`src/rtl/updown_counter.sv`:
```
// Parametrised up/down counter with load, wrap/saturate limit handling,
// overflow/underflow pulses with sticky copies, and zero/max status.
module updown_counter #(
    parameter int WIDTH       = 32,
    parameter int SATURATE    = 0,
    parameter int RESET_VALUE = 0
) (
    input  logic             clk,
    input  logic             rst,
    input  logic             en,
    input  logic             up,
    input  logic             load,
    input  logic [WIDTH-1:0] load_value,
    input  logic             clear_flags,
    output logic [WIDTH-1:0] count,
    output logic             ovf,
    output logic             unf,
    output logic             ovf_sticky,
    output logic             unf_sticky,
    output logic             is_zero,
    output logic             is_max
);

    localparam logic [WIDTH-1:0] RST_COUNT = WIDTH'(RESET_VALUE);
    localparam bit               SAT       = (SATURATE != 0);

    // Ripple incrementer: MSB of the result is the carry-out (input was all-ones).
    function automatic logic [WIDTH:0] ripple_inc(input logic [WIDTH-1:0] a);
        logic [WIDTH:0] r;
        logic           c;
        c = 1'b1;
        for (int i = 0; i < WIDTH; i++) begin
            r[i] = a[i] ^ c;
            c    = c & a[i];
        end
        r[WIDTH] = c;
        return r;
    endfunction

    // Ripple decrementer: MSB of the result is the borrow-out (input was zero).
    function automatic logic [WIDTH:0] ripple_dec(input logic [WIDTH-1:0] a);
        logic [WIDTH:0] r;
        logic           b;
        b = 1'b1;
        for (int i = 0; i < WIDTH; i++) begin
            r[i] = a[i] ^ b;
            b    = b & ~a[i];
        end
        r[WIDTH] = b;
        return r;
    endfunction

    logic [WIDTH-1:0] count_q, count_d;
    logic             ovf_q, ovf_d;
    logic             unf_q, unf_d;
    logic             ovf_sticky_q, ovf_sticky_d;
    logic             unf_sticky_q, unf_sticky_d;

    logic [WIDTH:0]   inc_w;
    logic [WIDTH:0]   dec_w;
    logic             step;
    logic             ovf_evt;
    logic             unf_evt;

    assign inc_w   = ripple_inc(count_q);
    assign dec_w   = ripple_dec(count_q);
    assign step    = en & ~load;
    assign ovf_evt = step & up & inc_w[WIDTH];
    assign unf_evt = step & ~up & dec_w[WIDTH];

    always_comb begin
        count_d = count_q;
        if (load) begin
            count_d = load_value;
        end else if (step) begin
            if ((ovf_evt || unf_evt) && SAT) begin
                count_d = count_q;
            end else if (up) begin
                count_d = inc_w[WIDTH-1:0];
            end else begin
                count_d = dec_w[WIDTH-1:0];
            end
        end
    end

    // A new event outranks a simultaneous clear.
    always_comb begin
        ovf_d        = ovf_evt;
        unf_d        = unf_evt;
        ovf_sticky_d = (ovf_sticky_q & ~clear_flags) | ovf_evt;
        unf_sticky_d = (unf_sticky_q & ~clear_flags) | unf_evt;
    end

    always_ff @(posedge clk) begin
        if (rst) begin
            count_q      <= RST_COUNT;
            ovf_q        <= 1'b0;
            unf_q        <= 1'b0;
            ovf_sticky_q <= 1'b0;
            unf_sticky_q <= 1'b0;
        end else begin
            count_q      <= count_d;
            ovf_q        <= ovf_d;
            unf_q        <= unf_d;
            ovf_sticky_q <= ovf_sticky_d;
            unf_sticky_q <= unf_sticky_d;
        end
    end

    assign count      = count_q;
    assign ovf        = ovf_q;
    assign unf        = unf_q;
    assign ovf_sticky = ovf_sticky_q;
    assign unf_sticky = unf_sticky_q;
    assign is_zero    = (count_q == '0);
    assign is_max     = &count_q;

endmodule

```
`config.mk`:
```
export PLATFORM = sky130hd
export DESIGN_NAME = updown_counter
export DESIGN_NICKNAME = d
export VERILOG_FILES = /design/src/rtl/updown_counter.sv
export SDC_FILE = /design/constraint.sdc
export NUM_CORES = 1
export LEC_CHECK = 0
export BUFFER_PORTS_ARGS = -buffer_cell sky130_fd_sc_hd__buf_4
export CAP_MARGIN = 20
export CORE_UTILIZATION = 48
export DETAILED_ROUTE_END_ITERATION = 12
export GPL_ROUTABILITY_DRIVEN = 0
export PLACE_DENSITY = 0.79
export SYNTH_ARGS = -nofsm -noshare
export SYNTH_HDL_FRONTEND = slang
export SYNTH_SLANG_ARGS = --single-unit
```
`constraint.sdc`:
```
create_clock -name clk -period 2.3 [get_ports clk]
set_input_delay 0.46 -clock clk [delete_from_list [all_inputs] [get_ports clk]]
set_output_delay 0.46 -clock clk [all_outputs]
set_load 0.02 [all_outputs]
```
==> impl_metrics.env, run 1 <==
export IMPL_status="finished, violations left"
export IMPL_failed_checks="negative setup slack"
export IMPL_yosysSeqAreaShare=0.257
export IMPL_drv_cap=0
export IMPL_critPathBufInv=1
export IMPL_synth_common_cells="nand2_1 (37), dfxtp_1 (36), nor2_1 (35)"
export IMPL_fmax_mhz=387
export IMPL_cts_sink_count=36
export IMPL_yosysMostFrequentCell="nand2_1"
export IMPL_rsz0062_at_grt="yes"
export IMPL_wl_met2_um=4410
export IMPL_synth_edff_count=0
export IMPL_wl_met1_um=3860
export IMPL_root_buffer="clkbuf_8"
export IMPL_crit_path_max_incr_delay_ns=0.56
export IMPL_power_leakage_nw=1.59
export IMPL_r2r_start="count[17]$_SDFFE_PP0P_"
export IMPL_async_reset_ff_frac=0
export IMPL_tritoncts="done"
export IMPL_fin_area_sq_um=3840
export IMPL_ant_nets=0
export IMPL_wl_met3_um=774
export IMPL_grt_pass1_vias=3179
export IMPL_grt_pass1_wl_um=15200
export IMPL_grt_total_usage=0.311
export IMPL_start_util=0.504
export IMPL_vias_per_cell=6.26
export IMPL_hp_class="input port to flip-flop"
export IMPL_die_area_sq_um=6160
export IMPL_synth_seq_cells=36
export IMPL_critical_path_class="flip-flop to primary output"
export IMPL_slowest_stage="or4_4"
export IMPL_pre_cts_ws_ns=0.0231
export IMPL_ir_worst_vdd_uv=404
export IMPL_core_area_sq_um=5570
export IMPL_antenna_found_initial=0
export IMPL_die_w_um=78.5
export IMPL_finalCriticalPeriod_ns=2.59
export IMPL_clock_latency_ns=0.30
export IMPL_drcViolationCount=0
export IMPL_synth_top_cell_by_area="dfxtp_1"
export IMPL_wire_per_inst_um=16.7
export IMPL_tns_ns=-0.287
export IMPL_core_rowCount=27
export IMPL_cts_max_path_buffers=2
export IMPL_postSynthAreaPerCell_sq_um=7.28
export IMPL_finClkSkew_ns=0.0124
export IMPL_drive_above_1_share=0.324
export IMPL_synthFlopType="dfxtp_1"
export IMPL_antennaDiodeCount=0
export IMPL_nFillCells=468
export IMPL_worstPathRequired_ns=1.84
export IMPL_final_hold_viol_count=0
export IMPL_yosysWarnings=0
export IMPL_overflow=0
export IMPL_crit_arrival_ns=2.13
export IMPL_dieHeight_um=78.5
export IMPL_critPathMaxFanout=2
export IMPL_hold_ws_ns=0.423
export IMPL_cpMostUsedCell="or4_4"
export IMPL_place_area_sq_um=3700
export IMPL_nets=521
export IMPL_yosys_area_top_type_share=0.257
export IMPL_hold_start="load_value[3]"
export IMPL_yosys_top_cells_area="dfxtp_1 (26%), nand3_1 (5.0%), nand2_1 (4.9%)"
export IMPL_period_share=1.12
export IMPL_postRouteWirelength_um=9270
export IMPL_worstSetupEndpointType="primary output"
export IMPL_crit_chain="or4_4 -> or4_4 -> nand3b_4 -> nor3_4 -> buf_6"
export IMPL_port_buffers=75
export IMPL_detail_route_iter0_violations=342
export IMPL_synth_cell_types=58
export IMPL_powerDensity_nw_per_um2=465
export IMPL_setup_viol=1
export IMPL_cts_hold_buf=0
export IMPL_postSynthCellCount=386
export IMPL_cts_buffers=5
export IMPL_first_pass_iters=6
export IMPL_slew_headroom=0.637
export IMPL_cp_start_kind="flip-flop"
export IMPL_worstMarginPinSlew_ns=0.545
export IMPL_design_portCount=76
export IMPL_dr_max_layer_used="met4"
export IMPL_num_vias=3480
export IMPL_crit_start="count[17]$_SDFFE_PP0P_"
export IMPL_setup_ws_ns=-0.287
export IMPL_hpwlAfterDp_um=6750
export IMPL_area_growth_synth_to_final_pct=36.8
export IMPL_path_delay_family="simple AND/OR/NAND/NOR gates"
export IMPL_path_clk_slew_ns=0.08
export IMPL_grt_max_degree=58
export IMPL_htreeDepth=2
export IMPL_syn_area_sq_um=2810
export IMPL_syn_num_nets=424
export IMPL_maxSlewViolCount=0
-- tightest hold or removal path, stage by stage --
cell,delay [ns]
buf_4,0.11
nand2_1,0.05
a21oi_1,0.05
-- state kept, by name, indices dropped and copies added (netlist names) --
signal / count
count: 32
unf_sticky: 1
ovf: 1
unf: 1
ovf_sticky: 1
-- cell usage in the layout (no fill, tap or decap), types with 7 or more instances in the layout --
cell type,count
dfxtp_2,7
a31oi_1,7
nand3_1,28
nor2_1,35
and3_1,8
inv_1,8
xor2_1,8
nor4_1,9
a21oi_1,10
nand4_1,15
nor3b_1,11
nor3_1,23
o21ai_0,14
or4_1,8
buf_4,123
and4_1,7
dfxtp_1,28
nand2_1,37
-- per-layer routing --
layer  vias up  global-route usage
met1      1620               0.398
met3        22              0.0523
met4         0               0.141
met2       179               0.508
li1       1659                   -
met5         -                   0
-- power by group --
| group | switching, mW | leakage [nW] | total (mW) | internal, mW |
|---|---|---|---|---|
| Clock | 0.249 | 0.0510 | 0.489 | 0.239 |
| Combinational | 0.319 | 1.24 | 0.584 | 0.265 |
| Sequential | 0.0486 | 0.300 | 0.714 | 0.665 |
| Total | 0.617 | 1.59 | 1.79 | 1.17 |
-- final timing paths --
path | end | slack (ns) | depth (start not counted)
max | is_zero | -0.29 | 5
min | count[3]$_SDFFE_PP0P_ | 0.42 | 3
max reg2reg | count[27]$_SDFFE_PP0P_ | 0.01 | 6
min reg2reg | count[9]$_SDFFE_PP0P_ | 0.53 | 2
-- area by class of cell --
cell class	instances	area, sq um	area share
multi-input combinational	307	1950	0.508
timing repair buffer	125	946	0.246
sequential	36	733	0.191
tap	72	90.1	0.0234
clock buffer	6	82.6	0.0215
inverter	8	30.0	0.00782
clock inverter	2	10.0	0.00261
-- stage by stage --
step           cells  total power [mW]  utilization
2_1_floorplan    386              1.04            -
3_3_place_gp     547              1.28        0.664
3_5_place_dp     547              1.29        0.664
4_1_cts          556              1.77        0.684
5_1_grt          556              1.87        0.689
6_report         556              1.79        0.689
-- logic make-up after synthesis --
family,synth area share
simple gates,0.432
mux,0.0107
buf+inv,0.0641
flops,0.257
compound gates,0.193
xor+xnor,0.0437
-- what timing repair did --
action	4_1_cts	5_1_grt
setup buffers	1	0
gates cloned	0	0
resized for setup	3	8
pin swaps	0	3
endpoints found under the setup margin	2	3
Note: power is estimated with default switching activity, not from simulation.
==> inputs of run 2 (changes only) <==
- CAP_MARGIN: 20 -> not set
- CORE_UTILIZATION: 48 -> 50
- CTS_BUF_LIST: not set -> sky130_fd_sc_hd__clkbuf_2 sky130_fd_sc_hd__clkbuf_4 sky130_fd_sc_hd__clkbuf_8
- PLACE_DENSITY: 0.79 -> 0.82
==> run 2 against run 1 <==
  * The run still ends with negative setup slack left
  * Core utilization grew 3.2 points
  * Sequential share of layout area grew 0.21 points
  * Non-clock buffer count down 5
  * Count of clock-buffer cells in the layout rose by 1
  * Fmax increased by 0.28%
  * First-iteration DRC count grew 47%
  * Critical path type unchanged
==> impl_metrics.env, run 2 (synthesis gave the netlist of run 1 again) <==
export IMPL_nets=516
export IMPL_fmax_mhz=388
export IMPL_cts_sink_count=36
export IMPL_regArea_sq_um=733
export IMPL_critPathMaxFanout=2
export IMPL_grt_pass1_wl_um=15200
export IMPL_htreeDepth=2
export IMPL_num_vias=3470
export IMPL_finClkSkew_ns=0.00742
export IMPL_multi_input_area_sq_um=1940
export IMPL_area_growth_synth_to_final_pct=35.3
export IMPL_ir_worst_vdd_uv=261
export IMPL_die_area_sq_um=5920
export IMPL_die_w_um=77.0
export IMPL_vias_per_cell=6.32
export IMPL_grt_max_degree=58
export IMPL_period_share=1.12
export IMPL_tritoncts="done"
export IMPL_final_common_cell="buf_4"
export IMPL_postRouteWirelength_um=9280
export IMPL_setup_viol=2
export IMPL_final_hold_viol_count=0
export IMPL_worstSetupEndpointType="primary output"
export IMPL_antennaDiodeCount=0
export IMPL_largest_reg_flops=32
export IMPL_core_rowCount=26
export IMPL_crit_start="count[25]$_SDFFE_PP0P_"
export IMPL_cts_max_path_buffers=2
export IMPL_rsz0062_at_grt="yes"
export IMPL_detail_route_iter0_violations=504
export IMPL_drcViolationCount=0
export IMPL_pre_cts_ws_ns=0.0366
export IMPL_hold_start="load_value[2]"
export IMPL_root_buffer="clkbuf_8"
export IMPL_hp_class="input port to flip-flop"
export IMPL_rr_worst_depth=6
export IMPL_layout_common_cells="buf_4 (118), nand2_1 (37), nor2_1 (35)"
export IMPL_fin_area_sq_um=3800
export IMPL_antenna_found_initial=0
export IMPL_grt_pass1_vias=3147
export IMPL_cp_start_kind="flip-flop"
export IMPL_drv_cap=0
export IMPL_power_leakage_nw=1.55
export IMPL_drive_above_1_share=0.317
export IMPL_wire_per_inst_um=16.9
export IMPL_worstPathRequired_ns=1.84
export IMPL_place_area_sq_um=3670
export IMPL_rrSetupSlack_ns=0.01
export IMPL_core_area_sq_um=5270
export IMPL_cts_buffers=5
export IMPL_finalCriticalPeriod_ns=2.58
export IMPL_start_util=0.533
export IMPL_path_clk_slew_ns=0.08
export IMPL_hpwlAfterDp_um=6590
export IMPL_r2r_start="count[17]$_SDFFE_PP0P_"
export IMPL_crit_path_end="is_zero"
export IMPL_status="finished, violations left"
export IMPL_rr_endpoint="count[27]$_SDFFE_PP0P_"
export IMPL_slew_headroom=0.630
export IMPL_port_buffers=75
export IMPL_crit_arrival_ns=2.12
export IMPL_power_mw=1.77
export IMPL_setup_ws_ns=-0.280
export IMPL_design_portCount=76
export IMPL_powerDensity_nw_per_um2=466
export IMPL_nFillCells=452
export IMPL_failed_checks="negative setup slack"
export IMPL_worstMarginPinSlew_ns=0.555
export IMPL_maxSlewViolCount=0
export IMPL_critical_path_class="flip-flop to primary output"
export IMPL_overflow=0
export IMPL_grt_total_usage=0.318
export IMPL_ant_nets=0
export IMPL_first_pass_iters=5
export IMPL_hold_ws_ns=0.412
export IMPL_clock_latency_ns=0.30
export IMPL_dieHeight_um=77.0
## run 2: how the worst min path moves through the flow
stage,end,slack (ns),depth (start not counted)
finish,count[2]$_SDFFE_PP0P_,0.41,3
global route,count[3]$_SDFFE_PP0P_,0.42,3
CTS,count[2]$_SDFFE_PP0P_,0.41,3
detailed placement,ovf_sticky$_SDFF_PP0_,0.55,3
global placement,unf_sticky$_SDFF_PP0_,0.54,3
floorplan,count[16]$_SDFFE_PP0P_,0.59,2
## run 2: per-stage QoR
stage                     cells  TNS [ns]   util
final                       549    -0.338  0.721
after CTS                   549    -0.284  0.717
after floorplan             386   -0.0183      -
after global routing        549    -0.468  0.721
after detailed placement    540         0  0.697
after global placement      540         0  0.697
## run 2: report_power, final
part	switching (mW)	internal (mW)
combinational	0.312	0.255
sequential	0.0524	0.666
clock	0.249	0.237
total	0.614	1.16
## run 2: final cells by class
cell class,count,area share
Clock buffer,7,0.0221
Clock inverter,1,0.00132
Inverter,8,0.00790
Multi-Input combinational cell,307,0.511
Sequential cell,36,0.193
Tap cell,70,0.0230
Timing Repair Buffer,120,0.241
## run 2: metal layers
layer  vias up  track usage  part of all wire
li1       1641            -                 -
met1      1610        0.412              0.41
met2       195        0.523              0.49
met3        24       0.0571             0.082
met4         0        0.115             0.021
met5         -            0                 0
## run 2: critical path, cell delays in order (launching register included)
cell and delay, ns:
dfxtp_1 0.32, or4_4 0.53, or4_4 0.49, nand3b_4 0.18, nor3_4 0.16, buf_6 0.14
## run 2: repair_timing
action                                  CTS  global route
gates cloned                              0             0
buffers inserted                          1             0
hold buffers                              0             0
pin swaps                                 1             0
endpoints found under the setup margin    3             6
gates resized for setup                   2             7
==> inputs of run 3 (changes only) <==
- PLACE_DENSITY: 0.82 -> 0.87
- REMOVE_ABC_BUFFERS: not set -> 1
==> run 3 against run 2 <==
  * The run still ends with negative setup slack left
  * Die area is the same
  * Routed wire length down 0.70%
  * Non-clock buffer count up 5
  * Count of clock-buffer cells in the layout up 1
  * Global-route usage shrank 0.48 points
  * Final area up 0.56%
  * Clock skew is 0.0012 ns higher
  * Largest power group unchanged
  * Critical endpoint unchanged
  * Core utilization rose by 0.40 points
  * Sequential power fell by 1%
  * Highest routed layer unchanged
  * Sequential cell count unchanged
==> impl_metrics.env, run 3 (synthesis gave the netlist of run 1 again) <==
export IMPL_cp_start_kind="flip-flop"
export IMPL_crit_path_max_incr_delay_ns=0.53
export IMPL_slew_headroom=0.637
export IMPL_slowest_stage="or4_4"
export IMPL_hold_ws_ns=0.427
export IMPL_detail_route_iter0_violations=422
export IMPL_finish_utilization=0.725
export IMPL_p_int_mw=1.20
export IMPL_dieHeight_um=77.0
export IMPL_fmax_mhz=384
export IMPL_path_clk_slew_ns=0.07
export IMPL_critPathBufInv=1
export IMPL_ant_nets=0
export IMPL_drv_cap=0
export IMPL_grt_total_usage=0.313
export IMPL_crit_chain="or4_4 -> or4_4 -> nand3b_4 -> nor3_4 -> buf_6"
export IMPL_core_area_sq_um=5270
export IMPL_cts_max_path_buffers=2
export IMPL_critPathMaxFanout=2
export IMPL_hpwlAfterDp_um=6730
export IMPL_overflow=0
export IMPL_setup_viol=1
export IMPL_powerDensity_nw_per_um2=471
export IMPL_dp_cells=545
export IMPL_path_delay_family="simple AND/OR/NAND/NOR gates"
export IMPL_wire_per_inst_um=16.6
export IMPL_grt_pass1_wl_um=15300
export IMPL_htreeDepth=2
export IMPL_hp_class="input port to flip-flop"
export IMPL_die_area_sq_um=5920
export IMPL_finClkSkew_ns=0.00862
export IMPL_grt_pass1_vias=3318
export IMPL_finalCriticalPeriod_ns=2.60
export IMPL_ir_worst_vdd_uv=262
export IMPL_core_rowCount=26
export IMPL_nets=521
export IMPL_area_growth_synth_to_final_pct=36.0
export IMPL_maxSlewViolCount=0
export IMPL_layout_common_cells="buf_4 (124), nand2_1 (37), nor2_1 (35)"
export IMPL_worstMarginPinSlew_ns=0.544
export IMPL_cts_hold_buf=0
export IMPL_final_hold_viol_count=0
export IMPL_first_pass_iters=8
export IMPL_cpMostUsedCell="or4_4"
export IMPL_num_vias=3549
export IMPL_tritoncts="done"
export IMPL_die_w_um=77.0
export IMPL_clock_latency_ns=0.29
export IMPL_drcViolationCount=0
export IMPL_final_cells=554
export IMPL_critical_path_class="flip-flop to primary output"
export IMPL_antennaDiodeCount=0
export IMPL_setup_ws_ns=-0.305
export IMPL_postRouteWirelength_um=9220
export IMPL_rsz0062_at_grt="yes"
export IMPL_crit_arrival_ns=2.14
export IMPL_root_buffer="clkbuf_8"
export IMPL_design_portCount=76
export IMPL_cts_buffers=5
export IMPL_final_common_cell="buf_4"
export IMPL_grt_max_degree=58
export IMPL_cts_sink_count=36
export IMPL_power_leakage_nw=1.58
export IMPL_p_sw_frac=0.335
export IMPL_period_share=1.13
export IMPL_failed_checks="negative setup slack"
export IMPL_p_seq_frac=0.393
export IMPL_vias_per_cell=6.41
export IMPL_worstPathRequired_ns=1.84
export IMPL_status="finished, violations left"
export IMPL_drive_above_1_share=0.314
export IMPL_comb_power_share=0.326
export IMPL_worstSetupEndpointType="primary output"
export IMPL_largest_reg_flops=32
export IMPL_antenna_found_initial=0
export IMPL_port_buffers=75
export IMPL_start_util=0.533
export IMPL_clkPwrFrac=0.281
export IMPL_p_switching_uw=604
-- run 3: repair_timing --
item | in CTS | in global routing
buffers inserted | 1 | 0
pin swaps | 3 | 3
resized for setup | 5 | 7
setup endpoints to repair | 2 | 5
-- run 3: final cells by class --
cell class                 count  area (sq um)
multi-input combinational    307          1940
fill                         437          1450
sequential                    36           726
inverter                       8          30.0
clock buffer                   8          97.6
tap                           70          87.6
timing repair buffer         125           942
-- run 3: worst register-to-register path, cell delays in order, from the launching register on --
cell,delay [ns]
dfxtp_2,0.32
or4_4,0.53
or4_4,0.49
nand3b_4,0.18
buf_4,0.17
o32a_1,0.33
nor2_1,0.12
-- run 3: path summary, 6_finish.rpt --
check,from,to,slack [ns],cells after the start
setup / recovery,count[25]$_SDFFE_PP0P_,is_zero,-0.30,5
hold / removal,load_value[0],count[0]$_SDFFE_PP0P_,0.43,3
setup reg to reg,count[25]$_SDFFE_PP0P_,unf_sticky$_SDFF_PP0_,0.09,6
hold reg to reg,count[9]$_SDFFE_PP0P_,count[9]$_SDFFE_PP0P_,0.54,2
-- run 3: metrics by stage --
| stage | instance area [sq um] | power, mW | worst slack (ns) | setup TNS [ns] |
|---|---|---|---|---|
| 2_1_floorplan | 2660 | 0.992 | -0.380 | -0.380 |
| 3_3_place_gp | 3680 | 1.27 | -0.0790 | -0.0790 |
| 3_5_place_dp | 3680 | 1.29 | -0.0758 | -0.0758 |
| 4_1_cts | 3800 | 1.79 | -0.314 | -0.314 |
| 5_1_grt | 3820 | 1.87 | -0.360 | -0.424 |
| 6_report | 3820 | 1.80 | -0.305 | -0.305 |
-- run 3: routing by layer --
| layer | track usage | wire length (um) | vias up |
|---|---|---|---|
| li1 | - | - | 1654 |
| met1 | 0.403 | 3810 | 1633 |
| met2 | 0.524 | 4320 | 240 |
| met3 | 0.0476 | 937 | 22 |
| met4 | 0.113 | 149 | 0 |
| met5 | 0 | 0 | - |
-- run 3: power by group through the flow --
| stage | clock network [mW] | logic, mW | registers [mW] |
|---|---|---|---|
| after floorplan | 0 | 0.198 | 0.793 |
| after global placement | 0 | 0.556 | 0.716 |
| after detailed placement | 0 | 0.568 | 0.719 |
| after CTS | 0.506 | 0.574 | 0.705 |
| after global routing | 0.531 | 0.629 | 0.714 |
| final | 0.506 | 0.586 | 0.708 |
